## config.mk

```make
export PLATFORM = sky130hd
export DESIGN_NAME = delay_ram_ctrl
export DESIGN_NICKNAME = d
export VERILOG_FILES = /design/src/rtl/delay_ram_ctrl.sv
export SDC_FILE = /design/constraint.sdc
export NUM_CORES = 1
export LEC_CHECK = 0
export ABC_CLOCK_PERIOD_IN_PS = 2100
export BUFFER_PORTS_ARGS = -buffer_cell sky130_fd_sc_hd__buf_2
export CORE_MARGIN = 5
export CORE_UTILIZATION = 50
export CTS_BUF_LIST = sky130_fd_sc_hd__clkbuf_2
export DETAILED_ROUTE_END_ITERATION = 10
export HOLD_SLACK_MARGIN = 0.1
export PLACE_DENSITY = 0.78
export SETUP_SLACK_MARGIN = 0.2
export SYNTH_ARGS = -nofsm -noshare
export SYNTH_HDL_FRONTEND = slang
export SYNTH_SLANG_ARGS = --single-unit
```

## constraint.sdc

```tcl
create_clock -name clk -period 2.1 [get_ports clk]
set_input_delay 0.315 -clock clk [delete_from_list [all_inputs] [get_ports clk]]
set_output_delay 0.315 -clock clk [all_outputs]
set_load 0.02 [all_outputs]
```

## src/rtl/delay_ram_ctrl.sv

```systemverilog
// Circular delay-line controller for a 16-bit asynchronous SRAM: relative offsets become
// absolute addresses behind a write pointer, with programmable wait states and a zero-fill after reset.
module delay_ram_ctrl #(
    parameter int DATA_WIDTH      = 16,
    parameter int ADDR_WIDTH      = 12,
    parameter int SRAM_ADDR_WIDTH = 18,
    parameter int WAIT_CYCLES     = 2,
    parameter int CLEAR_ON_RESET  = 1
) (
    input  logic                       clk,
    input  logic                       rst,
    input  logic                       advance,
    input  logic                       rd,
    input  logic                       wr,
    input  logic [ADDR_WIDTH-1:0]      offset,
    input  logic [DATA_WIDTH-1:0]      data_in,
    output logic [DATA_WIDTH-1:0]      data_out,
    output logic                       read_finish,
    output logic                       write_finish,
    output logic                       ready,
    output logic [SRAM_ADDR_WIDTH-1:0] sram_addr,
    input  logic [DATA_WIDTH-1:0]      sram_dq_in,
    output logic [DATA_WIDTH-1:0]      sram_dq_out,
    output logic                       sram_dq_oe,
    output logic                       sram_ce_n,
    output logic                       sram_oe_n,
    output logic                       sram_we_n
);

    localparam logic [3:0] INIT_SETUP = 4'd0;
    localparam logic [3:0] INIT_PULSE = 4'd1;
    localparam logic [3:0] INIT_HOLD  = 4'd2;
    localparam logic [3:0] IDLE       = 4'd3;
    localparam logic [3:0] RD_ACCESS  = 4'd4;
    localparam logic [3:0] RD_DONE    = 4'd5;
    localparam logic [3:0] WR_SETUP   = 4'd6;
    localparam logic [3:0] WR_PULSE   = 4'd7;
    localparam logic [3:0] WR_DONE    = 4'd8;

    localparam logic [3:0] RESET_STATE = (CLEAR_ON_RESET != 0) ? INIT_SETUP : IDLE;
    localparam int CNT_W = (WAIT_CYCLES > 1) ? $clog2(WAIT_CYCLES) : 1;
    localparam logic [CNT_W-1:0] CNT_LAST = CNT_W'(WAIT_CYCLES - 1);

    logic [3:0]                 state_reg, state_next;
    logic [SRAM_ADDR_WIDTH-1:0] wp_reg;
    logic [CNT_W-1:0]           cnt_reg, cnt_next;
    logic [SRAM_ADDR_WIDTH-1:0] addr_reg, addr_next;
    logic [DATA_WIDTH-1:0]      dq_out_reg, dq_out_next;
    logic [DATA_WIDTH-1:0]      data_out_reg, data_out_next;
    logic                       ce_n_reg, oe_n_reg, we_n_reg, dq_oe_reg;
    logic [SRAM_ADDR_WIDTH-1:0] offset_ext;
    logic [SRAM_ADDR_WIDTH-1:0] req_addr;

    // Only the low address bits matter because the subtraction wraps modulo the buffer depth.
    generate
        if (ADDR_WIDTH >= SRAM_ADDR_WIDTH) begin : g_off_trunc
            assign offset_ext = offset[SRAM_ADDR_WIDTH-1:0];
            if (ADDR_WIDTH > SRAM_ADDR_WIDTH) begin : g_hi
                logic unused_offset_hi;
                assign unused_offset_hi = ^offset[ADDR_WIDTH-1:SRAM_ADDR_WIDTH];
            end
        end else begin : g_off_ext
            assign offset_ext = {{(SRAM_ADDR_WIDTH-ADDR_WIDTH){1'b0}}, offset};
        end
    endgenerate

    assign req_addr = wp_reg - offset_ext;

    always_comb begin
        state_next    = state_reg;
        cnt_next      = cnt_reg;
        addr_next     = addr_reg;
        dq_out_next   = dq_out_reg;
        data_out_next = data_out_reg;
        case (state_reg)
            INIT_SETUP: begin
                state_next = INIT_PULSE;
                cnt_next   = '0;
            end
            INIT_PULSE: begin
                if (cnt_reg == CNT_LAST) state_next = INIT_HOLD;
                else                     cnt_next   = cnt_reg + 1'b1;
            end
            INIT_HOLD: begin
                if (addr_reg == '1) begin
                    state_next = IDLE;
                end else begin
                    addr_next  = addr_reg + 1'b1;
                    state_next = INIT_SETUP;
                end
            end
            IDLE: begin
                if (rd) begin
                    state_next = RD_ACCESS;
                    addr_next  = req_addr;
                    cnt_next   = '0;
                end else if (wr) begin
                    state_next  = WR_SETUP;
                    addr_next   = req_addr;
                    dq_out_next = data_in;
                end
            end
            RD_ACCESS: begin
                if (cnt_reg == CNT_LAST) begin
                    data_out_next = sram_dq_in;
                    state_next    = RD_DONE;
                end else begin
                    cnt_next = cnt_reg + 1'b1;
                end
            end
            RD_DONE:  state_next = IDLE;
            WR_SETUP: begin
                state_next = WR_PULSE;
                cnt_next   = '0;
            end
            WR_PULSE: begin
                if (cnt_reg == CNT_LAST) state_next = WR_DONE;
                else                     cnt_next   = cnt_reg + 1'b1;
            end
            WR_DONE:  state_next = IDLE;
            default:  state_next = RESET_STATE;
        endcase
    end

    // Strobes are registered from the next state so they line up with the state and stay glitch-free.
    always_ff @(posedge clk or negedge rst) begin
        if (!rst) begin
            state_reg    <= RESET_STATE;
            wp_reg       <= '0;
            cnt_reg      <= '0;
            addr_reg     <= '0;
            dq_out_reg   <= '0;
            data_out_reg <= '0;
            ce_n_reg     <= 1'b1;
            oe_n_reg     <= 1'b1;
            we_n_reg     <= 1'b1;
            dq_oe_reg    <= 1'b0;
        end else begin
            state_reg    <= state_next;
            cnt_reg      <= cnt_next;
            addr_reg     <= addr_next;
            dq_out_reg   <= dq_out_next;
            data_out_reg <= data_out_next;
            if (advance) wp_reg <= wp_reg + 1'b1;
            ce_n_reg     <= (state_next == IDLE);
            oe_n_reg     <= (state_next != RD_ACCESS);
            we_n_reg     <= !((state_next == WR_PULSE) || (state_next == INIT_PULSE));
            dq_oe_reg    <= (state_next == WR_SETUP) || (state_next == WR_PULSE) ||
                            (state_next == WR_DONE) || (state_next == INIT_SETUP) ||
                            (state_next == INIT_PULSE) || (state_next == INIT_HOLD);
        end
    end

    assign ready        = (state_reg == IDLE);
    assign read_finish  = (state_reg == RD_DONE);
    assign write_finish = (state_reg == WR_DONE);
    assign data_out     = data_out_reg;
    assign sram_addr    = addr_reg;
    assign sram_dq_out  = dq_out_reg;
    assign sram_dq_oe   = dq_oe_reg;
    assign sram_ce_n    = ce_n_reg;
    assign sram_oe_n    = oe_n_reg;
    assign sram_we_n    = we_n_reg;

endmodule

```

==> impl_metrics.json <==
{
  "status": "finished, violations left",
  "failed_checks": "setup timing",
  "synth_flop_cell": "dfrtp_1",
  "r2r_cells": 9,
  "cts_root_buf": "clkbuf_2",
  "drt_pass1_iterations": 5,
  "fin_crit_sh_pct": 100.6,
  "skew_ps": 24.99,
  "drtIter0Drc": 387,
  "reg2reg_to": "sram_addr[12]$_DFFE_PN0P_",
  "dieArea_sq_um": 10770,
  "fp-row-count": 34,
  "yosys_register_bits": 77,
  "holdWs_ps": 136.7,
  "cts.htree.levels": 3,
  "hpwl_mm": 8.649,
  "path_buf_inv": 1,
  "final_common_cell": "buf_2",
  "first_global_vias": 4490,
  "drc": 0,
  "p_int_mw": 2.471,
  "power_frac_seq_pct": 43.9,
  "clockBufferDepth": 2,
  "critPathTopFamily": "compound AO/OA/AOI/OAI gates",
  "grt_pass1_wl_mm": 21.50,
  "synthTopCellsByArea": "dfrtp_1, mux2_2, a21oi_1",
  "diodes": 0,
  "syn_inst": 440,
  "grt_usage_pct": 23.85,
  "io_pins": 106,
  "clkPwrFrac_pct": 21.8,
  "synth_area_leader_cell": "dfrtp_1",
  "setup_viol": 1,
  "hold_viol": 0,
  "portBuffers": 105,
  "rrSetupSlack_ps": -10,
  "maxSlewViolCount": 0,
  "tns_ps": -12.72,
  "holdCritPathClass": "primary input to flip-flop",
  "yosys_warnings": 0,
  "peakVddDrop_v": 0.0003973,
  "place_area_sq_um": 5453,
  "path_cells": "inv_2, ha_4, fa_2, nand2b_4, a21oi_4, o2111ai_4, nand3b_1, xnor2_1, a221o_1",
  "start_util_pct": 50.94,
  "critPathLaunchType": "flip-flop",
  "cts_tree": "built",
  "gr-total-overflow": 0,
  "pwr-share-comb_pct": 34.3,
  "maxSlewHeadroom_pct": 62.69,
  "tightest_slew_ps": 559.7,
  "worst_ep_required_time_ps": 2510,
  "fin_area_sq_um": 6559,
  "synth.distinct_cells": 68,
  "grt_antenna_before_repair": 0,
  "synth_fp_nets": 504,
  "fin_ws_ps": -12.72,
  "routed_via_density": 5.762,
  "synth_top_area_share_pct": 42.09,
  "cts_buffers": 9,
  "syn_avg_cell_area_sq_um": 9.998,
  "synth_edf_count": 0,
  "gp_congestion": 0.9168,
  "maxCapViolCount": 0,
  "most-common-layout-cells": "buf_2, buf_4, dfrtp_1",
  "power.switching_mw": 1.286,
  "syn-cell-area_sq_um": 4399,
  "path_max_fanout": 3,
  "power.total_mw": 3.757,
  "rsz0062_at_grt": "yes",
  "path_class": "flip-flop to flip-flop",
  "clkSlewWorstSetupHoldPaths_ps": 210,
  "critPathArrivalTime_ps": 2520,
  "leakage_nw": 3.159,
  "drt_wl_total_mm": 14.20,
  "final.min_clock_period_ps": 2113,
  "min_to": "sram_addr[0]$_DFFE_PN0P_",
  "hp-start": "offset[0]",
  "synthArstFlopShare_pct": 100.0,
  "p_sw_share_pct": 34.24,
  "fmax_mhz": 473.3,
  "grt_max_degree": 41,
  "wl_per_cell_um": 18.49,
  "drive_above_1_share_pct": 47.88,
  "yosysSeqAreaShare_pct": 43.89,
  "core_area_sq_um": 8636,
  "clock_latency_ps": 510,
  "pre_cts_slack_ps": -82.75,
  "cpPeakStageDelay_ps": 440,
  "end_kind": "flip-flop",
  "ant_nets": 0,
  "r2r_start": "wp_reg[0]$_DFFE_PN0P_",
  "die_h_um": 103.8,
  "clkSinkCount": 77,
  "area_delta_synth_final_pct": 49.09,
  "holdPathStages": 3,
  "cp_slowest_cell": "dfrtp_1",
  "num_vias": 4425,
  "nets": 719,
  "powerDensity_nw_per_um2": 572.9,
  "die_w_um": 103.8
}
[worst max-delay path by stage]
stage,depth (start not counted),start,slack [ps],endpoint
detailed placement,9,offset[0],-80,sram_addr[12]$_DFFE_PN0P_
global route,9,wp_reg[0]$_DFFE_PN0P_,-130,sram_addr[12]$_DFFE_PN0P_
floorplan,8,sram_addr[0]$_DFFE_PN0P_,-30,sram_dq_out[10]$_DFFE_PN0P_
global placement,9,offset[0],-30,sram_addr[12]$_DFFE_PN0P_
finish,9,wp_reg[0]$_DFFE_PN0P_,-10,sram_addr[12]$_DFFE_PN0P_
CTS,5,state_reg[0]$_DFF_PN0_,50,ready
[power by group through the flow]
stage / clock [mW] / sequential [mW] / combinational [mW]
2_1_floorplan: 0 / 1.68 / 0.507
3_3_place_gp: 0 / 1.66 / 0.754
3_5_place_dp: 0 / 1.67 / 0.804
4_1_cts: 0.828 / 1.64 / 1.03
5_1_grt: 0.888 / 1.66 / 1.38
6_report: 0.818 / 1.65 / 1.29
[cell type report]
cell class,count,area [sq um]
Timing Repair Buffer,221,1595
Sequential cell,77,1942
Inverter,21,91.34
Clock inverter,6,62.56
Multi-Input combinational cell,325,2683
Fill cell,537,2077
Clock buffer,10,50.05
Tap cell,108,135.1
[metrics by stage]
step / instances / utilization [%]
finish: 768 / 75.95
detailed placement: 685 / 63.14
CTS: 753 / 72.57
global placement: 685 / 63.14
floorplan: 440 / -
global route: 768 / 75.95
[cells in the mapped netlist (5+ instances only)]
library cell  number
dfrtp_1           74
nand2b_1           9
ha_1              14
nor2_1            24
nand4_1           10
and3_1             7
nand3_1           18
inv_1             20
o211ai_1           5
clkbuf_1           5
nor2b_1            5
xor2_1            12
nand2_1           32
nor3_1            12
nand3b_1           6
o22ai_1            7
a21oi_1           36
o21ai_0           27
xnor2_1           18
buf_2              8
mux2_4            10
mux2_2            22
[kinds of logic (layout without fill, tap and decap cells)]
logic type / count (synthesis) / in the layout / share of synthesized area, %
AOI/OAI and AO/OA: 103 / 103 / 14.65
xor gates and xnor gates: 30 / 30 / 5.973
adders and majority gates: 15 / 15 / 4.437
buffers and inverters: 38 / 258 / 3.925
DFF: 77 / 77 / 43.89
muxes: 33 / 33 / 9.272
and+or+nand+nor: 144 / 144 / 17.86
[metal layers]
layer / global-route usage [%] / routed length, um / share of wire (%) / vias up
met2: 43.76 / 7475 / 53 / 236
li1: - / - / - / 2029
met3: 4.975 / 876 / 6.2 / 60
met4: 6.846 / 607 / 4.3 / 0
met1: 27.88 / 5241 / 37 / 2100
met5: 0 / 0 / 0 / -
[tightest hold or removal path: cells and delay by family]
family | cells | cell delay, ps
buf+inv | 1 | 110
compound gates | 1 | 70
fa+ha+maj | 1 | 130
[timing repair]
action	CTS	global route
hold buffers	34	0
hold endpoints to repair	73	0
gates resized for setup	50	40
gates cloned	0	0
endpoints found under the setup margin	38	42
setup buffers	18	15
pin swaps	24	19
Power figures use the tool's default switching activity.
